$ cat src/rtl/bram_client_pkg.sv
// Shared constants and helpers for the byte-enable BRAM client.
// Latency and credit-width helpers keep the top and the FIFO in agreement.
package bram_client_pkg;

  typedef enum logic [1:0] {
    REQ_IDLE,
    REQ_READ,
    REQ_WRITE,
    REQ_NOP
  } req_kind_e;

  function automatic int read_latency(input int pipelined);
    return 1 + pipelined;
  endfunction

  function automatic int credit_width(input int rsp_depth);
    return $clog2(rsp_depth + 1);
  endfunction

endpackage

$ cat src/rtl/bram_be_client_rsp_fifo.sv
// Response FIFO holding captured BRAM read data until the consumer takes it.
// The head entry is presented directly so it stays stable until dequeued.
module bram_be_client_rsp_fifo
  import bram_client_pkg::*;
#(
  parameter int DATA_WIDTH = 32,
  parameter int RSP_DEPTH  = 4,
  localparam int CW = credit_width(RSP_DEPTH),
  localparam int PW = (RSP_DEPTH > 1) ? $clog2(RSP_DEPTH) : 1
) (
  input  logic                  CLK,
  input  logic                  RST_N,
  input  logic                  enq,
  input  logic [DATA_WIDTH-1:0] enq_data,
  input  logic                  deq,
  output logic [DATA_WIDTH-1:0] data,
  output logic [CW-1:0]         count
);

  logic [DATA_WIDTH-1:0] mem [RSP_DEPTH];
  logic [PW-1:0]         wr_ptr;
  logic [PW-1:0]         rd_ptr;
  logic                  do_enq;
  logic                  do_deq;

  function automatic logic [PW-1:0] next_ptr(input logic [PW-1:0] ptr);
    return (ptr == PW'(RSP_DEPTH - 1)) ? '0 : ptr + 1'b1;
  endfunction

  assign do_enq = enq && (count != CW'(RSP_DEPTH));
  assign do_deq = deq && (count != '0);
  assign data   = mem[rd_ptr];

  always_ff @(posedge CLK) begin
    if (do_enq) begin
      mem[wr_ptr] <= enq_data;
    end
  end

  always_ff @(posedge CLK or negedge RST_N) begin
    if (!RST_N) begin
      wr_ptr <= '0;
      rd_ptr <= '0;
      count  <= '0;
    end else begin
      if (do_enq) begin
        wr_ptr <= next_ptr(wr_ptr);
      end
      if (do_deq) begin
        rd_ptr <= next_ptr(rd_ptr);
      end
      case ({do_enq, do_deq})
        2'b10:   count <= count + 1'b1;
        2'b01:   count <= count - 1'b1;
        default: count <= count;
      endcase
    end
  end

endmodule

$ cat src/rtl/bram_be_client.sv
// Byte-enable BRAM client: issues requests straight to the BRAM and returns
// read data in order through a credit-controlled response FIFO.
module bram_be_client
  import bram_client_pkg::*;
#(
  parameter int ADDR_WIDTH = 10,
  parameter int DATA_WIDTH = 32,
  parameter int WE_WIDTH   = 4,
  parameter int PIPELINED  = 0,
  parameter int RSP_DEPTH  = 4,
  localparam int L  = read_latency(PIPELINED),
  localparam int CW = credit_width(RSP_DEPTH)
) (
  input  logic                  CLK,
  input  logic                  RST_N,
  input  logic                  req_valid,
  output logic                  req_ready,
  input  logic                  req_write,
  input  logic [WE_WIDTH-1:0]   req_byteen,
  input  logic [ADDR_WIDTH-1:0] req_addr,
  input  logic [DATA_WIDTH-1:0] req_wdata,
  output logic                  rsp_valid,
  input  logic                  rsp_ready,
  output logic [DATA_WIDTH-1:0] rsp_data,
  output logic                  bram_en,
  output logic [WE_WIDTH-1:0]   bram_we,
  output logic [ADDR_WIDTH-1:0] bram_addr,
  output logic [DATA_WIDTH-1:0] bram_di,
  input  logic [DATA_WIDTH-1:0] bram_do
);

  req_kind_e     kind;
  logic [L-1:0]  tracker;
  logic [CW-1:0] fifo_count;
  logic [CW-1:0] inflight;
  logic [CW:0]   used;
  logic          has_credit;
  logic          accept;
  logic          rd_issue;

  always_comb begin
    kind = REQ_IDLE;
    if (req_valid) begin
      if (!req_write) begin
        kind = REQ_READ;
      end else if (req_byteen == '0) begin
        kind = REQ_NOP;
      end else begin
        kind = REQ_WRITE;
      end
    end
  end

  always_comb begin
    inflight = '0;
    for (int i = 0; i < L; i++) begin
      inflight = inflight + CW'(tracker[i]);
    end
  end

  // Credits count both queued responses and reads still inside the BRAM,
  // so every issued read is guaranteed a FIFO slot when its data returns.
  assign used       = {1'b0, fifo_count} + {1'b0, inflight};
  assign has_credit = used < (CW + 1)'(RSP_DEPTH);

  assign req_ready = RST_N && (req_write || has_credit);
  assign accept    = req_valid && req_ready;
  assign rd_issue  = accept && (kind == REQ_READ);

  assign bram_en   = accept && ((kind == REQ_READ) || (kind == REQ_WRITE));
  assign bram_we   = (accept && (kind == REQ_WRITE)) ? req_byteen : '0;
  assign bram_addr = req_addr;
  assign bram_di   = req_wdata;

  always_ff @(posedge CLK or negedge RST_N) begin
    if (!RST_N) begin
      tracker <= '0;
    end else begin
      tracker[0] <= rd_issue;
      for (int i = 1; i < L; i++) begin
        tracker[i] <= tracker[i-1];
      end
    end
  end

  assign rsp_valid = (fifo_count != '0);

  bram_be_client_rsp_fifo #(
    .DATA_WIDTH (DATA_WIDTH),
    .RSP_DEPTH  (RSP_DEPTH)
  ) u_rsp_fifo (
    .CLK      (CLK),
    .RST_N    (RST_N),
    .enq      (tracker[L-1]),
    .enq_data (bram_do),
    .deq      (rsp_valid && rsp_ready),
    .data     (rsp_data),
    .count    (fifo_count)
  );

endmodule

$ cat config.mk
export PLATFORM = sky130hd
export DESIGN_NAME = bram_be_client
export DESIGN_NICKNAME = d
export VERILOG_FILES = /design/src/rtl/bram_client_pkg.sv /design/src/rtl/bram_be_client_rsp_fifo.sv /design/src/rtl/bram_be_client.sv
export SDC_FILE = /design/constraint.sdc
export NUM_CORES = 1
export LEC_CHECK = 0
export CAP_MARGIN = 20
export CORE_MARGIN = 3
export CORE_UTILIZATION = 63
export CTS_CLUSTER_SIZE = 20
export DETAILED_ROUTE_END_ITERATION = 8
export DONT_BUFFER_PORTS = 1
export PLACE_DENSITY = 0.79
export RECOVER_POWER = 100
export SLEW_MARGIN = 5
export SYNTH_ARGS = -nofsm -noshare
export SYNTH_HDL_FRONTEND = slang
export SYNTH_SLANG_ARGS = --single-unit
export TNS_END_PERCENT = 30
$ cat constraint.sdc
create_clock -name CLK -period 2.7 [get_ports CLK]
set_input_delay 0.54 -clock CLK [delete_from_list [all_inputs] [get_ports CLK]]
set_output_delay 0.54 -clock CLK [all_outputs]
set_load 0.005 [all_outputs]
## Word level (Yosys, flattened, before mapping)

Memories as Yosys holds them, arrays and structs flattened.
Cells that the tools add are included.

| operators by class | value |
|---|---|
| $add $sub $neg | 5 |
| order comparisons | 1 |
| eq/ne operators | 7 |
| mux-type cells | 9 |
| reductions and logical operators | 13 |

Operator list:

| kind | count |
|---|---|
| $eq 2x2->1 const B | 4 |
| $logic_and 1x1->1 | 8 |
| $mux 2 | 4 |
| $pmux 3 s2 | 1 |
| $add 2x1->2 const B | 2 |
| $add 3x1->4 | 1 |
| $eq 2x1->1 const B | 2 |
| $logic_not 4->1 | 1 |
| $lt 4x3->1 const B | 1 |
| $mux 4 | 1 |
| $add 3x1->3 const B | 1 |
| $mux 1 | 3 |
| $ne 3x3->1 const B | 1 |
| $reduce_bool 3->1 | 1 |
| $sub 3x1->3 const B | 1 |
| $logic_or 1x1->1 | 2 |
| $reduce_bool 2->1 | 1 |

| word-level totals | value |
|---|---|
| flip-flop bits (word level) | 8 |
| RAM bits | 128 |
| input port bits | 83 |
| output and inout bits | 81 |
| word-level logic and storage cells | 40 |
| memories | 1 |

Memories:

| name | depth | width | read ports | clocked after memory_dff | write ports | RTL line | source |
|---|---|---|---|---|---|---|---|
| u_rsp_fifo.mem | 4 | 32 | 1 | 0 | 1 | bram_be_client_rsp_fifo.sv:20 | `logic [DATA_WIDTH-1:0] mem [RSP_DEPTH];` |

## Logic depth before layout (Yosys ltp)

Gate-level depths: netlist (run 1).

| depth | value |
|---|---|
| depth after elaboration | 7 |
| gate-level depth with buffers | 9 |
| mapped depth without buffers | 9 |

## Hierarchy

Synthesis (run 1) repeated with hierarchy kept, for this count alone.

| unflattened totals | value |
|---|---|
| cells, all modules | 265 |
| area total of the unflattened synthesis | 5554.1 um^2 |

By module, submodules not included:

| module | instances | cells each | area an instance (um^2) | sequential area each (um^2) |
|---|---|---|---|---|
| bram_be_client_rsp_fifo | 1 | 207 | 5118.7 | 4018.9 |
| bram_be_client | 1 | 58 | 435.4 | 25.0 |

## Worst setup path after synthesis (run 1)

OpenSTA, ideal clock, no wires.

| timing path | value |
|---|---|
| path kind | reg2reg |
| from | register u_rsp_fifo.count[1] |
| to | memory u_rsp_fifo.mem[0][0], enable pin |
| setup time | 392 ps |
| data arrival time | 1514 ps |
| data required time | 2308 ps |
| slack | 794 ps |
| stages on the path, launching flop included | 4 |
| buffers on the path | 0 |
| clock period less this slack | 1906 ps |
| cell sequence | dfrtp_1 inv_1 a31oi_4 and2_1 |

| on the way | value |
|---|---|
| longest elaborated chain between the ends | 4 |

RTL lines:

| item | RTL line | source |
|---|---|---|
| start, declared | bram_be_client_rsp_fifo.sv:17 | `output logic [CW-1:0] count` |
| start signal, assigned | bram_be_client_rsp_fifo.sv:53 | `2'b10: count <= count + 1'b1;` |
| start signal, assigned | bram_be_client_rsp_fifo.sv:54 | `2'b01: count <= count - 1'b1;` |
| start signal, assigned | bram_be_client_rsp_fifo.sv:55 | `default: count <= count;` |
| $ne 3x3->1 | bram_be_client_rsp_fifo.sv:30 | `assign do_enq = enq && (count != CW'(RSP_DEPTH));` |
| $logic_and 1x1->1 | bram_be_client_rsp_fifo.sv:30 |  |
| $mux 1 | bram_be_client_rsp_fifo.sv:35 | `if (do_enq) begin` |
| $mux 1 (implied by the code) | bram_be_client_rsp_fifo.sv:36 | `mem[wr_ptr] <= enq_data;` |
| end, declared | bram_be_client_rsp_fifo.sv:20 |  |

No other way between the ends.

## Final worst setup path (run 1)

| timing path | value |
|---|---|
| from | register u_rsp_fifo.rd_ptr[0] |
| to | output port rsp_data[6] |

| on the way | value |
|---|---|
| longest elaborated chain between the ends | 1 |

RTL lines:

| item | RTL line | source |
|---|---|---|
| start, declared | bram_be_client_rsp_fifo.sv:22 | `logic [PW-1:0] rd_ptr;` |
| start signal, assigned | bram_be_client_rsp_fifo.sv:50 | `rd_ptr <= next_ptr(rd_ptr);` |
| $mem_v2 4x32 | -- |  |
| end, declared | bram_be_client.sv:24 | `output logic [DATA_WIDTH-1:0] rsp_data,` |

No other way between the ends.

==> results of run 1 <==
## layer usage
metal,routed length (um),vias to the layer above,share of wire
met5,0,-,0
li1,-,948,-
met2,4179,106,0.50
met1,3165,1116,0.38
met3,883,15,0.11
met4,94,0,0.011
## through the flow
stage	power, mW	instances	hold WS [ns]	util	instance area (um^2)
floorplan	3.644	263	0.2444	-	5544
detailed placement	3.724	323	0.2448	0.6416	5378
global placement	3.690	323	0.2449	0.6416	5378
global route	6.254	356	0.06669	0.7131	5977
finish	5.981	356	0.09221	0.7131	5977
CTS	6.081	356	0.06696	0.7161	6002
## cell usage in the layout (no fill, tap or decap), types with 4 or more instances in the layout
cell type  synthesis  final
edfxtp_1         128    128
mux4_2            28     28
clkbuf_16          0     16
inv_1              8      8
and2_0             0      8
ha_1               6      6
dfrtp_1            8      6
buf_12             3      5
nor2_1             4      4
mux4_1             4      4
mux2_2             4      4
bufinv_16          0      4
## layout make-up
type,count,area [um^2]
Fill cell,460,2405
Multi-Input combinational cell,69,1045
Clock buffer,17,414.1
Inverter,8,30.03
Timing Repair Buffer,6,110.1
Tap cell,105,131.4
Sequential cell,136,4049
Clock inverter,15,197.7
## power by group through the flow
stage	logic, mW	clock network (mW)	registers [mW]
6_report	0.941	2.34	2.70
5_1_grt	1.02	2.49	2.74
4_1_cts	0.982	2.38	2.72
3_5_place_dp	0.973	0	2.75
3_3_place_gp	0.947	0	2.74
2_1_floorplan	1.11	0	2.54
## timing repair
| item | 4_1_cts | 5_1_grt |
|---|---|---|
| endpoints found under the hold margin | 8 | 0 |
| hold buffers | 1 | 0 |
| resized for setup | 1 | 0 |
| endpoints found under the setup margin | 13 | 0 |
## worst min-delay path by stage
stage               startpoint                               to
finish               req_write                tracker$_DFF_PN0_
global route         req_write                tracker$_DFF_PN0_
CTS                  req_write                tracker$_DFF_PN0_
detailed placement       RST_N  u_rsp_fifo.count[2]$_DFFE_PN0P_
global placement         RST_N  u_rsp_fifo.count[2]$_DFFE_PN0P_
floorplan                RST_N                tracker$_DFF_PN0_
## registers in the layout, indices dropped and copies added (netlist names)
register           cells
tracker                1
u_rsp_fifo.count       3
u_rsp_fifo.mem       128
u_rsp_fifo.rd_ptr      2
u_rsp_fifo.wr_ptr      2
## kinds of logic (layout without fill, tap and decap cells)
group,Yosys count,after routing,share of synthesized area
fa+ha+maj,7,7,0.01715
mux,37,37,0.1426
simple gates,19,19,0.02122
xor+xnor,3,3,0.004740
compound gates,3,3,0.006320
flops,136,136,0.7294
buf+inv,58,46,0.07854
==> impl_metrics.json, run 1 <==
{
  "status": "finished clean",
  "tightest_slew_ns": 1.025,
  "cpLargestDelayFamily": "flip-flops",
  "reg2reg_from": "u_rsp_fifo.count[0]$_DFFE_PN0P_",
  "drt_iter0_drc": 141,
  "critical_path.endpoint": "rsp_data[6]",
  "grtUsageMet3": 0.08895,
  "drive_above_1_share": 0.2829,
  "skew_ns": 0.005676,
  "r2r-end": "u_rsp_fifo.mem[2][22]$_DFFE_PP_",
  "met1_usage": 0.2207,
  "cap_violations": 0,
  "synth_ff_type": "edfxtp_1",
  "fin_crit_ns": 2.520,
  "power_frac_clock": 0.391,
  "slew_violations": 0,
  "rows": 33,
  "io_buffer_count": 0,
  "power.switching_mw": 1.460,
  "cp_max_fo": 23,
  "dieHeight_um": 99.81,
  "grt_max_degree": 35,
  "synth.top_cell.area_share": 0.6933,
  "firstDrtPassIters": 4,
  "grt_pass1_wl_mm": 13.01,
  "synth_cell_types": 28,
  "post_cts_buffers": 0,
  "cts_root_buf": "clkbuf_8",
  "leakagePower_nw": 1.970,
  "slew_headroom": 0.3161,
  "yosys.cell_count.top_type": "edfxtp_1",
  "routed_via_density": 6.138,
  "rrSetupSlack_ns": 0.31,
  "drc_errors": 0,
  "internal-power_mw": 4.521,
  "min_path_cells": 1,
  "async_flop_share": 0.05882,
  "avgSynthCellArea_um2": 21.08,
  "antenna_found_initial": 0,
  "initial_core_util": 0.6614,
  "crit_chain": "buf_12, mux4_2",
  "critPathLaunchType": "register",
  "syn_area_um2": 5544,
  "required_ns": 2.16,
  "cp.buffers_inverters": 1,
  "grt.busiest_layer": "met2",
  "synth_nets": 353,
  "drt_wl_total_mm": 8.323,
  "clock-sinks": 136,
  "antenna_cells": 0,
  "vias": 2185,
  "p_seq_frac": 0.451,
  "fin_nets": 328,
  "cp.arrival_ns": 1.98,
  "grt_use_met2": 0.2796,
  "ys_seq_elements": 136,
  "synth_commonest_cells": "128 x edfxtp_1, 42 x buf_4, 28 x mux4_2",
  "max-vdd-ir-drop_mv": 0.6482,
  "cts_htree_levels": 4,
  "hold_viol_final": 0,
  "setup_viol": 0,
  "gr-total-overflow": 0,
  "cts_tree": "built",
  "die_w_um": 99.81,
  "startpoint": "u_rsp_fifo.rd_ptr[0]$_DFFE_PN0P_",
  "clk_path_buf_depth": 2,
  "wl_per_cell_um": 23.38,
  "post-dp-hpwl_mm": 5.355,
  "cp_slowest_cell": "dfrtp_4",
  "worst_slack_ns": 0.1799,
  "clk_pin_slew_ns": 0.06,
  "synthTopCellsByArea": "edfxtp_1 69%, mux4_2 11%, buf_4 5.7%, dfrtp_1 3.6%, mux4_1 1.9%",
  "grt_use_total": 0.1805,
  "synth-seq-area-share": 0.7294,
  "fin_setup_tns_ns": 0,
  "core-area_um2": 8382,
  "cp.depth": 2,
  "reg2regPathDepth": 4,
  "end_kind": "primary output",
  "clk-insertion-delay-late_ns": 0.51,
  "place.gp.congestion": 0.7411,
  "ys_warn_count": 0,
  "power_density_nw_per_um2": 1001,
  "path_class": "reg2out",
  "cts_made_buffers": 17,
  "synth_top_area_cell": "edfxtp_1",
  "final_antenna_net_count": 0,
  "synth-edff-count": 128,
  "area_delta_synth_final_pct": 7.809,
  "swShare": 0.2441,
  "fin_crit_sh": 0.9334,
  "critical-path-max-stage-delay_ns": 0.71,
  "synthCells": 263,
  "combPwrFrac": 0.157,
  "place_ws_ns": 0.5112,
  "grt_pass1_vias": 2392,
  "top_level_ports": 164,
  "max_freq_ghz": 0.3968,
  "rsz0062_at_grt": "no",
  "die_area_um2": 9962,
  "min-delay-path-class": "in2reg"
}
No activity file was read; power rests on OpenSTA's default activity.
==> run 2, diff against run 1 <==
--- a/config.mk
+++ b/config.mk
@@ -7,11 +7,11 @@
 export LEC_CHECK = 0
 export CAP_MARGIN = 20
 export CORE_MARGIN = 3
-export CORE_UTILIZATION = 63
+export CORE_UTILIZATION = 65
 export CTS_CLUSTER_SIZE = 20
 export DETAILED_ROUTE_END_ITERATION = 8
 export DONT_BUFFER_PORTS = 1
-export PLACE_DENSITY = 0.79
+export PLACE_DENSITY = 0.81
 export RECOVER_POWER = 100
 export SLEW_MARGIN = 5
 export SYNTH_ARGS = -nofsm -noshare
==> constraint.sdc (replaced) <==
create_clock -name CLK -period 3.2 [get_ports CLK]
set_input_delay 0.64 -clock CLK [delete_from_list [all_inputs] [get_ports CLK]]
set_output_delay 0.64 -clock CLK [all_outputs]
set_load 0.005 [all_outputs]
==> impl_metrics.json, run 2 (synthesis gave the netlist of run 1 again) <==
{
  "status": "finished clean",
  "dieHeight_um": 98.36,
  "clk_path_buf_depth": 2,
  "rows": 33,
  "cp_max_fo": 28,
  "reg.largest.list": "u_rsp_fifo.mem (128), u_rsp_fifo.count (3)",
  "power_density_nw_per_um2": 865.0,
  "worst_slack_ns": 0.4466,
  "gr-total-overflow": 0,
  "cts_tree": "built",
  "regMostFlops": "u_rsp_fifo.mem",
  "hold_viol_final": 0,
  "vias": 2202,
  "grt_max_degree": 33,
  "place.gp.congestion": 0.7257,
  "cap_violations": 0,
  "cts_htree_levels": 4,
  "placed_area_um2": 5304,
  "reg2regPathDepth": 3,
  "grt_pass1_wl_mm": 13.03,
  "setup_viol": 0,
  "min_path_cells": 1,
  "min-delay-path-class": "in2reg",
  "fin_nets": 325,
  "largest_reg_flops": 128,
  "max_freq_ghz": 0.3632,
  "core-area_um2": 8258,
  "antenna_cells": 0,
  "path_class": "reg2out",
  "end_kind": "primary output",
  "drt_iter0_drc": 157,
  "wl_per_cell_um": 23.81,
  "drc_errors": 0,
  "reg2reg_from": "u_rsp_fifo.count[0]$_DFFE_PN0P_",
  "top_level_ports": 164,
  "slew_headroom": 0.4197,
  "rsz0062_at_grt": "no",
  "area_delta_synth_final_pct": 6.951,
  "finalInstanceArea_um2": 5929,
  "power_mw": 5.129,
  "grt_pass1_vias": 2350,
  "min_to": "tracker$_DFF_PN0_",
  "initial_core_util": 0.6714,
  "skew_ns": 0.008227,
  "tightest_slew_ns": 0.8705,
  "cp.arrival_ns": 2.11,
  "routed_via_density": 6.238,
  "finalNonFillerCells": 353,
  "final_cell_mix": "128 x edfxtp_1, 28 x mux4_2, 16 x clkbuf_16",
  "clk-insertion-delay-late_ns": 0.49,
  "fin_setup_tns_ns": 0,
  "required_ns": 2.56,
  "drt_wl_total_mm": 8.406,
  "slew_violations": 0,
  "place_ws_ns": 0.9422,
  "max-vdd-ir-drop_mv": 0.4998,
  "drive_above_1_share": 0.2823,
  "fin_util": 0.7180,
  "clock-sinks": 136,
  "post_cts_buffers": 0,
  "cts_made_buffers": 17,
  "holdWs_ns": 0.2051,
  "io_buffer_count": 0,
  "die_area_um2": 9674,
  "post-dp-hpwl_mm": 4.930,
  "final_common_cell": "edfxtp_1",
  "final_antenna_net_count": 0,
  "fill_cells": 491,
  "r2r-end": "u_rsp_fifo.mem[0][30]$_DFFE_PP_",
  "die_w_um": 98.36,
  "clk_pin_slew_ns": 0.06,
  "firstDrtPassIters": 4,
  "rrSetupSlack_ns": 1.00,
  "antenna_found_initial": 0,
  "holdCritStartpoint": "req_write",
  "grt_use_total": 0.1849,
  "fin_crit_ns": 2.753,
  "fin_crit_sh": 0.8605,
  "cts_root_buf": "clkbuf_8",
  "critPathLaunchType": "register",
  "dp.cells": 320,
  "leakagePower_nw": 1.953
}
==> run 2: cell types whose count changed in the layout (fill, tap and decap cells not counted) <==
cell	before	now
clkinv_2	3	0
clkbuf_2	0	1
clkinv_1	1	0
bufinv_16	4	5
and2_2	0	4
dfrtp_4	1	0
buf_12	5	1
and2_0	8	4
clkbuf_1	0	2
clkinvlp_4	2	3
dfrtp_1	6	7
==> run 2: layout make-up <==
type / count / area (um^2) / area share
sequential: 136 / 4045 / 0.6822
multi-input combinational: 69 / 1050 / 0.1770
clock buffer: 19 / 421.7 / 0.07111
clock inverter: 13 / 216.5 / 0.03651
tap: 105 / 131.4 / 0.02216
timing repair buffer: 3 / 35.03 / 0.005908
inverter: 8 / 30.03 / 0.005064
==> run 2: worst max path at each step <==
| stage | startpoint | end | slack [ns] | depth (start not counted) |
|---|---|---|---|---|
| after floorplan | u_rsp_fifo.count[1]$_DFFE_PN0P_ | u_rsp_fifo.mem[0][0]$_DFFE_PP_ | 1.29 | 3 |
| after global placement | u_rsp_fifo.rd_ptr[0]$_DFFE_PN0P_ | rsp_data[2] | 1.0 | 2 |
| after detailed placement | u_rsp_fifo.rd_ptr[0]$_DFFE_PN0P_ | rsp_data[2] | 0.94 | 2 |
| after CTS | u_rsp_fifo.rd_ptr[0]$_DFFE_PN0P_ | rsp_data[2] | 0.41 | 2 |
| after global routing | u_rsp_fifo.rd_ptr[1]$_DFFE_PN0P_ | rsp_data[2] | 0.31 | 2 |
| final | u_rsp_fifo.rd_ptr[1]$_DFFE_PN0P_ | rsp_data[0] | 0.45 | 2 |
==> run 2: where the power goes <==
group	total, mW	internal (mW)	switching [mW]	leakage [nW]
combinational	0.884	0.477	0.406	0.406
sequential	2.18	2.06	0.119	1.25
clock	2.06	1.35	0.711	0.300
==> run 2: per-layer routing <==
| layer | vias up | part of all wire | track usage |
|---|---|---|---|
| met4 | 0 | 0.016 | 0.06933 |
| li1 | 943 | - | - |
| met3 | 29 | 0.089 | 0.09500 |
| met5 | - | 0 | 0 |
| met1 | 1139 | 0.39 | 0.2179 |
| met2 | 91 | 0.50 | 0.2933 |
==> run 2: repair_timing <==
action | CTS | global route
hold endpoints to repair | 8 | 0
hold buffers | 1 | 0
gates resized for setup | 0 | 0
==> run 2: worst max-delay path, cell delays in order (launching register included) <==
cell      delay (ns)
dfrtp_1         0.49
clkbuf_2        0.67
mux4_1          0.45
==> run 3, diff against run 2 <==
--- a/config.mk
+++ b/config.mk
@@ -8,6 +8,7 @@
 export CAP_MARGIN = 20
 export CORE_MARGIN = 3
 export CORE_UTILIZATION = 65
+export CTS_BUF_LIST = sky130_fd_sc_hd__clkbuf_4 sky130_fd_sc_hd__clkbuf_8
 export CTS_CLUSTER_SIZE = 20
 export DETAILED_ROUTE_END_ITERATION = 8
 export DONT_BUFFER_PORTS = 1
==> impl_metrics.json, run 3 (synthesis gave the netlist of run 1 again) <==
{
  "status": "finished with violations",
  "violations": "max-capacitance violations, max-slew violations",
  "path_class": "reg2reg",
  "slew_violations": 33,
  "min-delay-path-class": "in2reg",
  "rrSetupSlack_ns": 0.51,
  "cts_root_buf": "clkbuf_8",
  "tightest_slew_ns": 1.621,
  "fin_crit_sh": 0.8408,
  "clk_path_buf_depth": 2,
  "holdCritStartpoint": "req_write",
  "power_mw": 4.642,
  "fin_setup_tns_ns": 0,
  "min_path_cells": 1,
  "io_buffer_count": 0,
  "final_cell_mix": "128 x edfxtp_1, 28 x mux4_2, 17 x clkbuf_8",
  "clk-insertion-delay-late_ns": 0.41,
  "max_freq_ghz": 0.3717,
  "cts_htree_levels": 4,
  "final_common_cell": "edfxtp_1",
  "reg.largest.list": "u_rsp_fifo.mem (128), u_rsp_fifo.count (3)",
  "reg2reg_from": "u_rsp_fifo.count[0]$_DFFE_PN0P_",
  "fin_util": 0.6970,
  "antenna_cells": 0,
  "top_level_ports": 164,
  "fin_nets": 325,
  "final_antenna_net_count": 0,
  "cp_max_fo": 32,
  "grt_pass1_wl_mm": 12.53,
  "drt_iter0_drc": 119,
  "cp.arrival_ns": 2.69,
  "grt_max_degree": 33,
  "worst_slack_ns": 0.5095,
  "antenna_found_initial": 0,
  "cap_violations": 1,
  "regMostFlops": "u_rsp_fifo.mem",
  "skew_ns": 0.01326,
  "core-area_um2": 8258,
  "drc_errors": 0,
  "place.gp.congestion": 0.7257,
  "max-vdd-ir-drop_mv": 0.4533,
  "gr-total-overflow": 0,
  "drt_wl_total_mm": 8.112,
  "end_kind": "register",
  "reg2regPathDepth": 3,
  "slew_headroom": -0.08071,
  "die_w_um": 98.36,
  "required_ns": 3.20,
  "r2r-end": "u_rsp_fifo.mem[3][3]$_DFFE_PP_",
  "die_area_um2": 9674,
  "largest_reg_flops": 128,
  "grt_pass1_vias": 2311,
  "drive_above_1_share": 0.2863,
  "area_delta_synth_final_pct": 3.814,
  "hold_viol_final": 0,
  "initial_core_util": 0.6714,
  "cts_made_buffers": 17,
  "power_density_nw_per_um2": 806.5,
  "min_to": "tracker$_DFF_PN0_",
  "wl_per_cell_um": 22.98,
  "cts_tree": "built",
  "firstDrtPassIters": 4,
  "fin_crit_ns": 2.690,
  "critPathLaunchType": "register",
  "grt_use_total": 0.1768,
  "setup_viol": 0,
  "rows": 33,
  "clk_pin_slew_ns": 0.07,
  "leakagePower_nw": 1.877,
  "clock-sinks": 136,
  "vias": 2161,
  "rsz0062_at_grt": "no",
  "routed_via_density": 6.122,
  "dieHeight_um": 98.36,
  "place_ws_ns": 0.9422,
  "post-dp-hpwl_mm": 4.930
}
run 3: final cells by class:
type / instances / area [um^2]
clock buffers: 19 / 249.0
inverters: 8 / 30.03
multi-input cells: 69 / 1049
well taps: 105 / 131.4
clock inverters: 13 / 216.5
fillers: 509 / 2502
flip-flops and latches: 136 / 4045
repair buffers: 3 / 35.03
run 3: worst max-delay path, stage by stage, from the launching register on:
cell     delay, ns
dfrtp_1       0.41
inv_1         0.10
a31oi_1       0.46
and2_1        1.31
run 3: stage by stage:
stage | hold WS [ns] | instance area (um^2) | instances
3_3_place_gp | 0.3446 | 5304 | 320
4_1_cts | 0.2548 | 5779 | 353
2_1_floorplan | 0.3444 | 5544 | 263
3_5_place_dp | 0.3446 | 5304 | 320
6_report | 0.2836 | 5756 | 353
5_1_grt | 0.2485 | 5756 | 353
run 3: power by group:
part | switching [mW] | total, mW | internal [mW]
combinational | 0.401 | 0.878 | 0.477
sequential | 0.117 | 2.18 | 2.06
clock | 0.633 | 1.59 | 0.955
total | 1.15 | 4.64 | 3.49
run 3: repair_timing:
item                                   CTS  global route
hold buffers                             1             0
setup buffers                            0             0
resized for setup                        0             0
endpoints found under the hold margin    8             0
run 3: routing by layer:
layer  vias to the layer above  wire length (um)  track usage
met3                        27               806      0.09429
met4                         0               125      0.07143
met5                         -                 0            0
li1                        939                 -            -
met1                      1106              3191       0.2120
met2                        89              3989       0.2720
run 3: worst max-delay path by stage:
stage	startpoint	endpoint	slack [ns]	cells past startpoint
final	u_rsp_fifo.count[0]$_DFFE_PN0P_	u_rsp_fifo.mem[3][3]$_DFFE_PP_	0.51	3
after detailed placement	u_rsp_fifo.rd_ptr[0]$_DFFE_PN0P_	rsp_data[2]	0.94	2
after CTS	u_rsp_fifo.rd_ptr[0]$_DFFE_PN0P_	rsp_data[2]	0.47	2
after global placement	u_rsp_fifo.rd_ptr[0]$_DFFE_PN0P_	rsp_data[2]	1.0	2
after global routing	u_rsp_fifo.count[1]$_DFFE_PN0P_	u_rsp_fifo.mem[3][3]$_DFFE_PP_	0.30	3
after floorplan	u_rsp_fifo.count[1]$_DFFE_PN0P_	u_rsp_fifo.mem[0][0]$_DFFE_PP_	1.29	3
